--- src/rtl/instr_fetch_ctrl_if.sv ---
`default_nettype none
// ============================================================================
// instr_fetch_ctrl_if : instruction-memory bus, redirect and decode handshake
// Rev 1.0
// ============================================================================
interface instr_fetch_ctrl_if;
  logic [31:0] imem_addr;
  logic [31:0] imem_rdata;
  logic        redirect_valid;
  logic [31:0] redirect_pc;
  logic        instr_valid;
  logic        instr_ready;
  logic [31:0] instr;
  logic [31:0] instr_pc;

  modport master (
    output imem_addr, instr_valid, instr, instr_pc,
    input  imem_rdata, redirect_valid, redirect_pc, instr_ready
  );

  modport slave (
    input  imem_addr, instr_valid, instr, instr_pc,
    output imem_rdata, redirect_valid, redirect_pc, instr_ready
  );
endinterface
`default_nettype wire

--- src/rtl/instr_fetch_ctrl.sv ---
`default_nettype none
// ============================================================================
// instr_fetch_ctrl : PC sequencer with 1-cycle memory latency and 2-entry buffer
// Rev 1.0
// ============================================================================
module instr_fetch_ctrl #(
  parameter logic [31:0] RESET_PC  = 32'd0,
  parameter int          MEM_BYTES = 256
) (
  input  logic                      clk,
  input  logic                      rst_n,
  input  logic                      fetch_en,
  output logic                      fetch_err,
  instr_fetch_ctrl_if.master        bus
);

  localparam logic [1:0]  ST_IDLE     = 2'd0;
  localparam logic [1:0]  ST_RUN      = 2'd1;
  localparam logic [1:0]  ST_HALT     = 2'd2;
  localparam logic [32:0] C_MEM_BYTES = 33'(MEM_BYTES);

  logic [1:0]  r_state;
  logic [31:0] r_pc;
  logic        r_inflight;
  logic [31:0] r_infl_pc;
  logic [1:0]  r_count;
  logic [31:0] r_head_pc, r_head_instr;
  logic [31:0] r_tail_pc, r_tail_instr;
  logic        r_err;

  logic        w_run, w_pop, w_push, w_issue;
  logic        w_pc_bad, w_rd_bad, w_err;
  logic [32:0] w_pc_end, w_rd_end;
  logic [2:0]  w_occ;

  // 33-bit end-of-word sums so a PC near 2^32 cannot wrap into range
  assign w_pc_end = {1'b0, r_pc} + 33'd3;
  assign w_rd_end = {1'b0, bus.redirect_pc} + 33'd3;
  assign w_pc_bad = (r_pc[1:0] != 2'b00) || (w_pc_end >= C_MEM_BYTES);
  assign w_rd_bad = (bus.redirect_pc[1:0] != 2'b00) || (w_rd_end >= C_MEM_BYTES);

  assign w_run   = fetch_en && (r_state != ST_HALT);
  assign w_pop   = (r_count != 2'd0) && bus.instr_ready;
  assign w_push  = r_inflight && !bus.redirect_valid;
  assign w_occ   = {1'b0, r_count} + {2'b00, r_inflight} - {2'b00, w_pop};
  assign w_err   = (bus.redirect_valid && w_rd_bad) ||
                   (w_run && !bus.redirect_valid && w_pc_bad);
  assign w_issue = w_run && !bus.redirect_valid && !w_pc_bad && (w_occ < 3'd2);

  assign bus.imem_addr   = r_pc;
  assign bus.instr_valid = (r_count != 2'd0);
  assign bus.instr       = r_head_instr;
  assign bus.instr_pc    = r_head_pc;
  assign fetch_err       = r_err;

  always_ff @(posedge clk or negedge rst_n) begin
    if (!rst_n) begin
      r_state    <= ST_IDLE;
      r_err      <= 1'b0;
      r_pc       <= RESET_PC;
      r_inflight <= 1'b0;
      r_infl_pc  <= 32'd0;
    end else begin
      if (w_err) begin
        r_state <= ST_HALT;
        r_err   <= 1'b1;
      end else if (r_state != ST_HALT) begin
        r_state <= fetch_en ? ST_RUN : ST_IDLE;
      end

      // A faulting redirect target is never loaded, so it never reaches imem_addr
      if (bus.redirect_valid && !w_rd_bad) begin
        r_pc <= bus.redirect_pc;
      end else if (w_issue) begin
        r_pc <= r_pc + 32'd4;
      end

      r_inflight <= w_issue;
      if (w_issue) begin
        r_infl_pc <= r_pc;
      end
    end
  end

  always_ff @(posedge clk or negedge rst_n) begin
    if (!rst_n) begin
      r_count      <= 2'd0;
      r_head_pc    <= 32'd0;
      r_head_instr <= 32'd0;
      r_tail_pc    <= 32'd0;
      r_tail_instr <= 32'd0;
    end else if (bus.redirect_valid) begin
      r_count <= 2'd0;
    end else begin
      case ({w_push, w_pop})
        2'b10: begin
          if (r_count == 2'd0) begin
            r_head_pc    <= r_infl_pc;
            r_head_instr <= bus.imem_rdata;
          end else begin
            r_tail_pc    <= r_infl_pc;
            r_tail_instr <= bus.imem_rdata;
          end
          r_count <= r_count + 2'd1;
        end
        2'b01: begin
          r_head_pc    <= r_tail_pc;
          r_head_instr <= r_tail_instr;
          r_count      <= r_count - 2'd1;
        end
        2'b11: begin
          if (r_count == 2'd1) begin
            r_head_pc    <= r_infl_pc;
            r_head_instr <= bus.imem_rdata;
          end else begin
            r_head_pc    <= r_tail_pc;
            r_head_instr <= r_tail_instr;
            r_tail_pc    <= r_infl_pc;
            r_tail_instr <= bus.imem_rdata;
          end
        end
        default: begin
        end
      endcase
    end
  end

endmodule
`default_nettype wire

--- src/flat_wrapper.sv ---
// flat-port wrapper written by rule: the top's interface ports become plain ports
module instr_fetch_ctrl_flat 
#(
  parameter logic [31:0] RESET_PC  = 32'd0,
  parameter int          MEM_BYTES = 256
)
  (clk, rst_n, fetch_en, fetch_err, bus_imem_addr, bus_instr_valid, bus_instr, bus_instr_pc, bus_imem_rdata, bus_redirect_valid, bus_redirect_pc, bus_instr_ready);
  instr_fetch_ctrl_if bus_i ();
  input  logic clk;
  input  logic rst_n;
  input  logic fetch_en;
  output logic fetch_err;
  output wire logic [$bits(bus_i.imem_addr)-1:0] bus_imem_addr;
  output wire logic [$bits(bus_i.instr_valid)-1:0] bus_instr_valid;
  output wire logic [$bits(bus_i.instr)-1:0] bus_instr;
  output wire logic [$bits(bus_i.instr_pc)-1:0] bus_instr_pc;
  input wire logic [$bits(bus_i.imem_rdata)-1:0] bus_imem_rdata;
  input wire logic [$bits(bus_i.redirect_valid)-1:0] bus_redirect_valid;
  input wire logic [$bits(bus_i.redirect_pc)-1:0] bus_redirect_pc;
  input wire logic [$bits(bus_i.instr_ready)-1:0] bus_instr_ready;
  assign bus_imem_addr = bus_i.imem_addr;
  assign bus_instr_valid = bus_i.instr_valid;
  assign bus_instr = bus_i.instr;
  assign bus_instr_pc = bus_i.instr_pc;
  assign bus_i.imem_rdata = bus_imem_rdata;
  assign bus_i.redirect_valid = bus_redirect_valid;
  assign bus_i.redirect_pc = bus_redirect_pc;
  assign bus_i.instr_ready = bus_instr_ready;
  instr_fetch_ctrl #(.RESET_PC(RESET_PC), .MEM_BYTES(MEM_BYTES)) u_core (.clk(clk), .rst_n(rst_n), .fetch_en(fetch_en), .fetch_err(fetch_err), .bus(bus_i));
endmodule
--- config.mk ---
export PLATFORM = sky130hd
export DESIGN_NAME = instr_fetch_ctrl_flat
export DESIGN_NICKNAME = d
export VERILOG_FILES = /design/src/rtl/instr_fetch_ctrl_if.sv /design/src/rtl/instr_fetch_ctrl.sv /design/src/flat_wrapper.sv
export SDC_FILE = /design/constraint.sdc
export NUM_CORES = 1
export LEC_CHECK = 0
export CAP_MARGIN = 20
export CORE_ASPECT_RATIO = 1.1
export CORE_UTILIZATION = 44
export CTS_CLUSTER_SIZE = 28
export DETAILED_ROUTE_END_ITERATION = 8
export PLACE_DENSITY = 0.76
export SLEW_MARGIN = 0
export SYNTH_ARGS = -nofsm -noshare
export SYNTH_HDL_FRONTEND = slang
export SYNTH_SLANG_ARGS = --single-unit
--- constraint.sdc ---
create_clock -name clk -period 7.47 [get_ports clk]
set_input_delay 1.1205 -clock clk [delete_from_list [all_inputs] [get_ports clk]]
set_output_delay 1.1205 -clock clk [all_outputs]
set_load 0.01 [all_outputs]
==> reports/qor.yml <==
synth:
  synthSimpleGateAreaFrac: 0.1426
  syn_area_mm2: 0.008836
  ys_seq_elements: 198
  async_flop_share: 1.000
  synthMuxAreaShare: 0.1720
  ys_warn_count: 0
  synth_edf_count: 0
  syn_area_per_cell_um2: 11.70
  synth_cell_types: 56
  seq_area_frac_synth: 0.5607
  synthAdderAreaFrac: 0.007930
  synth_compound_area_frac: 0.08666
  synth_cells: 755
  netlist.area_leader.share: 0.5607
  syn_nets: 829
  synth_xor_area_frac: 0.008921
  yosys.area.top_type: "dfrtp_1"
  synth.area.top_cells: "dfrtp_1, mux2_2, mux2i_1, a21oi_1, nor2_1"
  synth-main-ff-cell: "dfrtp_1"
  synth_top_family_by_area: "multiplexers"
final_layout:
  layout.cells.most_common: "dfrtp_1"
  area_growth_syn_to_layout_pct: 28.07
  num_antenna_cells: 0
  final_cells: 1177
  final_cell_mix: "dfrtp_1, clkdlybuf4s50_1, nor2_1"
  finalNetCount: 987
  nFillCells: 1687
  drive_gt1_frac: 0.1384
setup_path:
  path_class: "in2reg"
  crit_family: "buffers and inverters"
  crit_top_cell: "buf_4"
  crit_chain: "clkdlybuf4s50_1 > nand2_1 > inv_1 > ha_1 > nand2b_1 > fa_1 > xnor2_1 > nand3b_1 > nor4_4 > buf_4 > nor2_1 > buf_4 > and2_1"
  arrival_ps: 4660
  slowest_stage: "nor4_4"
  cp-start-kind: "input port"
  critPathBufInv: 4
  critPathMaxFanout: 34
  timing.critical_path.slowest_cell_delay_ps: 630
  cp.required_ps: 7800
  end_kind: "flip-flop"
grt:
  grt_pass1_wl_um: 30690
  antenna_found_initial: 0
  grtUsageTotal: 0.1899
  grt_pass1_vias: 6121
  overflow: 0
  grt_max_degree: 95
die:
  die_x_um: 137.1
  die_h_um: 150.6
  io-pin-count: 167
  coreArea_mm2: 0.01973
  rows: 54
  dieArea_mm2: 0.02065
  start_util: 0.4479
sta:
  setup_slack_ps: 3139
  max-slew-margin-rel: 0.3707
  rsz0062_at_grt: "no"
  slew_viol_final: 0
  max_freq_ghz: 0.2309
  hold_violations: 0
  finalCritPeriodShare: 0.5798
  post-route-min-period_ps: 4331
  hold_ws_ps: 479.8
  setup_viol: 0
  skew_ps: 15.70
  finalSetupTns_ps: 0
  worst-slew-pin-transition_ps: 940.4
power_and_ir_drop:
  peakVddDrop_mv: 0.1800
  power.density_mw_per_mm2: 262.5
  static-leakage-power_nw: 5.441
  finalPower_mw: 2.971
cts:
  cts_setup_buffers: 0
  clkTransAtPathRegs_ps: 70
  numCtsBuffers: 17
  cts_tree: "yes"
  ctsHoldBuffers: 0
  cts_max_level: 4
  clock-sinks: 198
  cts_buffer_depth: 2
  cts_root_buffer: "clkbuf_16"
  clk_latency_ps: 440
  cts-resized-gates: 0
route:
  ant_nets: 0
  routedWlPerCell_um: 15.64
  vias: 6226
  drt-initial-drc-count: 276
  drt_pass1_iterations: 7
  wirelength_um: 18400
  wl_met3_um: 1068
  met2_length_um: 8692
  drt-met1-wl_um: 8480
  top_layer_used: "met4"
  drc_errors: 0
  vias_per_cell: 5.290
placed_design:
  post-place-cells: 1144
  dp_slack_ps: 2496
  port_buffers: 166
  place.gp.congestion: 0.8238
  dp_hpwl_um: 12260
flow_run:
  max_cap_viol_count: 0
outcome:
  status: "completed"
min_path:
  min_path_type: "reg2reg"
[worst paths after layout]
check,to,depth (start not counted),startpoint,slack (ps)
worst min-delay path,u_core.fetch_err$_DFFE_PN0P_,1,u_core.fetch_err$_DFFE_PN0P_,480
worst max-delay path,u_core.bus.imem_addr[25]$_DFFE_PN0P_,13,bus_instr_ready,3140
worst max register to register,u_core.bus.imem_addr[25]$_DFFE_PN0P_,15,u_core.r_count[1]$_DFFE_PN0P_,3430
worst min register to register,u_core.fetch_err$_DFFE_PN0P_,1,u_core.fetch_err$_DFFE_PN0P_,480
max in group asynchronous,u_core.r_tail_pc[24]$_DFFE_PN0P_,2,rst_n,5470
min in group asynchronous,u_core.bus.instr[11]$_DFFE_PN0P_,1,rst_n,730
[per-stage QoR]
step,cell area [um2],util
2_1_floorplan,8836,-
3_3_place_gp,10750,0.5448
3_5_place_dp,10750,0.5448
4_1_cts,11280,0.5718
5_1_grt,11320,0.5736
6_report,11320,0.5736
[kinds of logic after synthesis]
group | after synthesis
flip-flops | 198
XOR/XNOR | 9
buffers and inverters | 47
adder cells (fa/ha/maj) | 5
AO/OA/AOI/OAI | 125
AND/OR/NAND/NOR | 228
multiplexers | 143
[synthesized netlist by cell type (3+ instances only)]
library cell / count
o211ai_1: 5
and2_1: 26
nor2b_1: 28
a32o_1: 3
xor2_1: 5
inv_1: 11
xnor2_1: 4
a31oi_1: 3
nor4_1: 5
and4_1: 5
nand2_1: 16
a211oi_1: 3
dfrtp_1: 198
ha_1: 4
nor2_1: 82
a211o_1: 4
a21oi_1: 72
nand3_1: 15
nor3b_1: 3
a21o_1: 5
clkbuf_1: 31
nand4_1: 13
nand2b_1: 4
mux2i_1: 72
mux2_2: 71
and3_1: 5
nor4_4: 3
o2111ai_1: 3
nor3_1: 12
o21ai_0: 9
or2_2: 3
[layout make-up]
type / instances / area, um2 / area share
flip-flops and latches: 198 / 4955 / 0.4379
multi-input cells: 510 / 3720 / 0.3287
repair buffers: 175 / 1753 / 0.1549
clock buffers: 18 / 429.2 / 0.03793
well taps: 252 / 315.3 / 0.02786
clock inverters: 13 / 102.6 / 0.009067
inverters: 11 / 41.29 / 0.003649
[state kept, by name, summed over array words and instances (netlist names)]
| name | cells |
|---|---|
| u_core.bus.imem_addr | 32 |
| u_core.r_inflight | 1 |
| u_core.r_state | 2 |
| u_core.r_infl_pc | 32 |
| u_core.fetch_err | 1 |
| u_core.bus.instr | 32 |
| u_core.r_count | 2 |
| u_core.r_tail_pc | 32 |
| u_core.bus.instr_pc | 32 |
| u_core.r_tail_instr | 32 |
[worst reg2reg max path, cell delays in order (launching register included)]
cell and delay, ps:
dfrtp_1 460, inv_1 90, ha_1 210, inv_1 110
nand2_1 150, inv_1 190, ha_1 250, nand2b_1 150
fa_1 380, xnor2_1 140, nand3b_1 150, nor4_4 630
buf_4 500, nor2_1 150, buf_4 210, and2_1 180
[metal layers]
| metal | GRT usage | vias to the layer above |
|---|---|---|
| met2 | 0.3045 | 156 |
| li1 | - | 3015 |
| met5 | 0 | - |
| met1 | 0.2495 | 3044 |
| met3 | 0.05286 | 11 |
| met4 | 0.05714 | 0 |
[report_power, final]
part	internal (mW)	switching [mW]	leakage, nW	total, mW
clock	0.428	0.406	0.255	0.834
combinational	0.448	0.342	2.59	0.790
sequential	1.25	0.0974	2.60	1.35
Power figures use the tool's default switching activity.
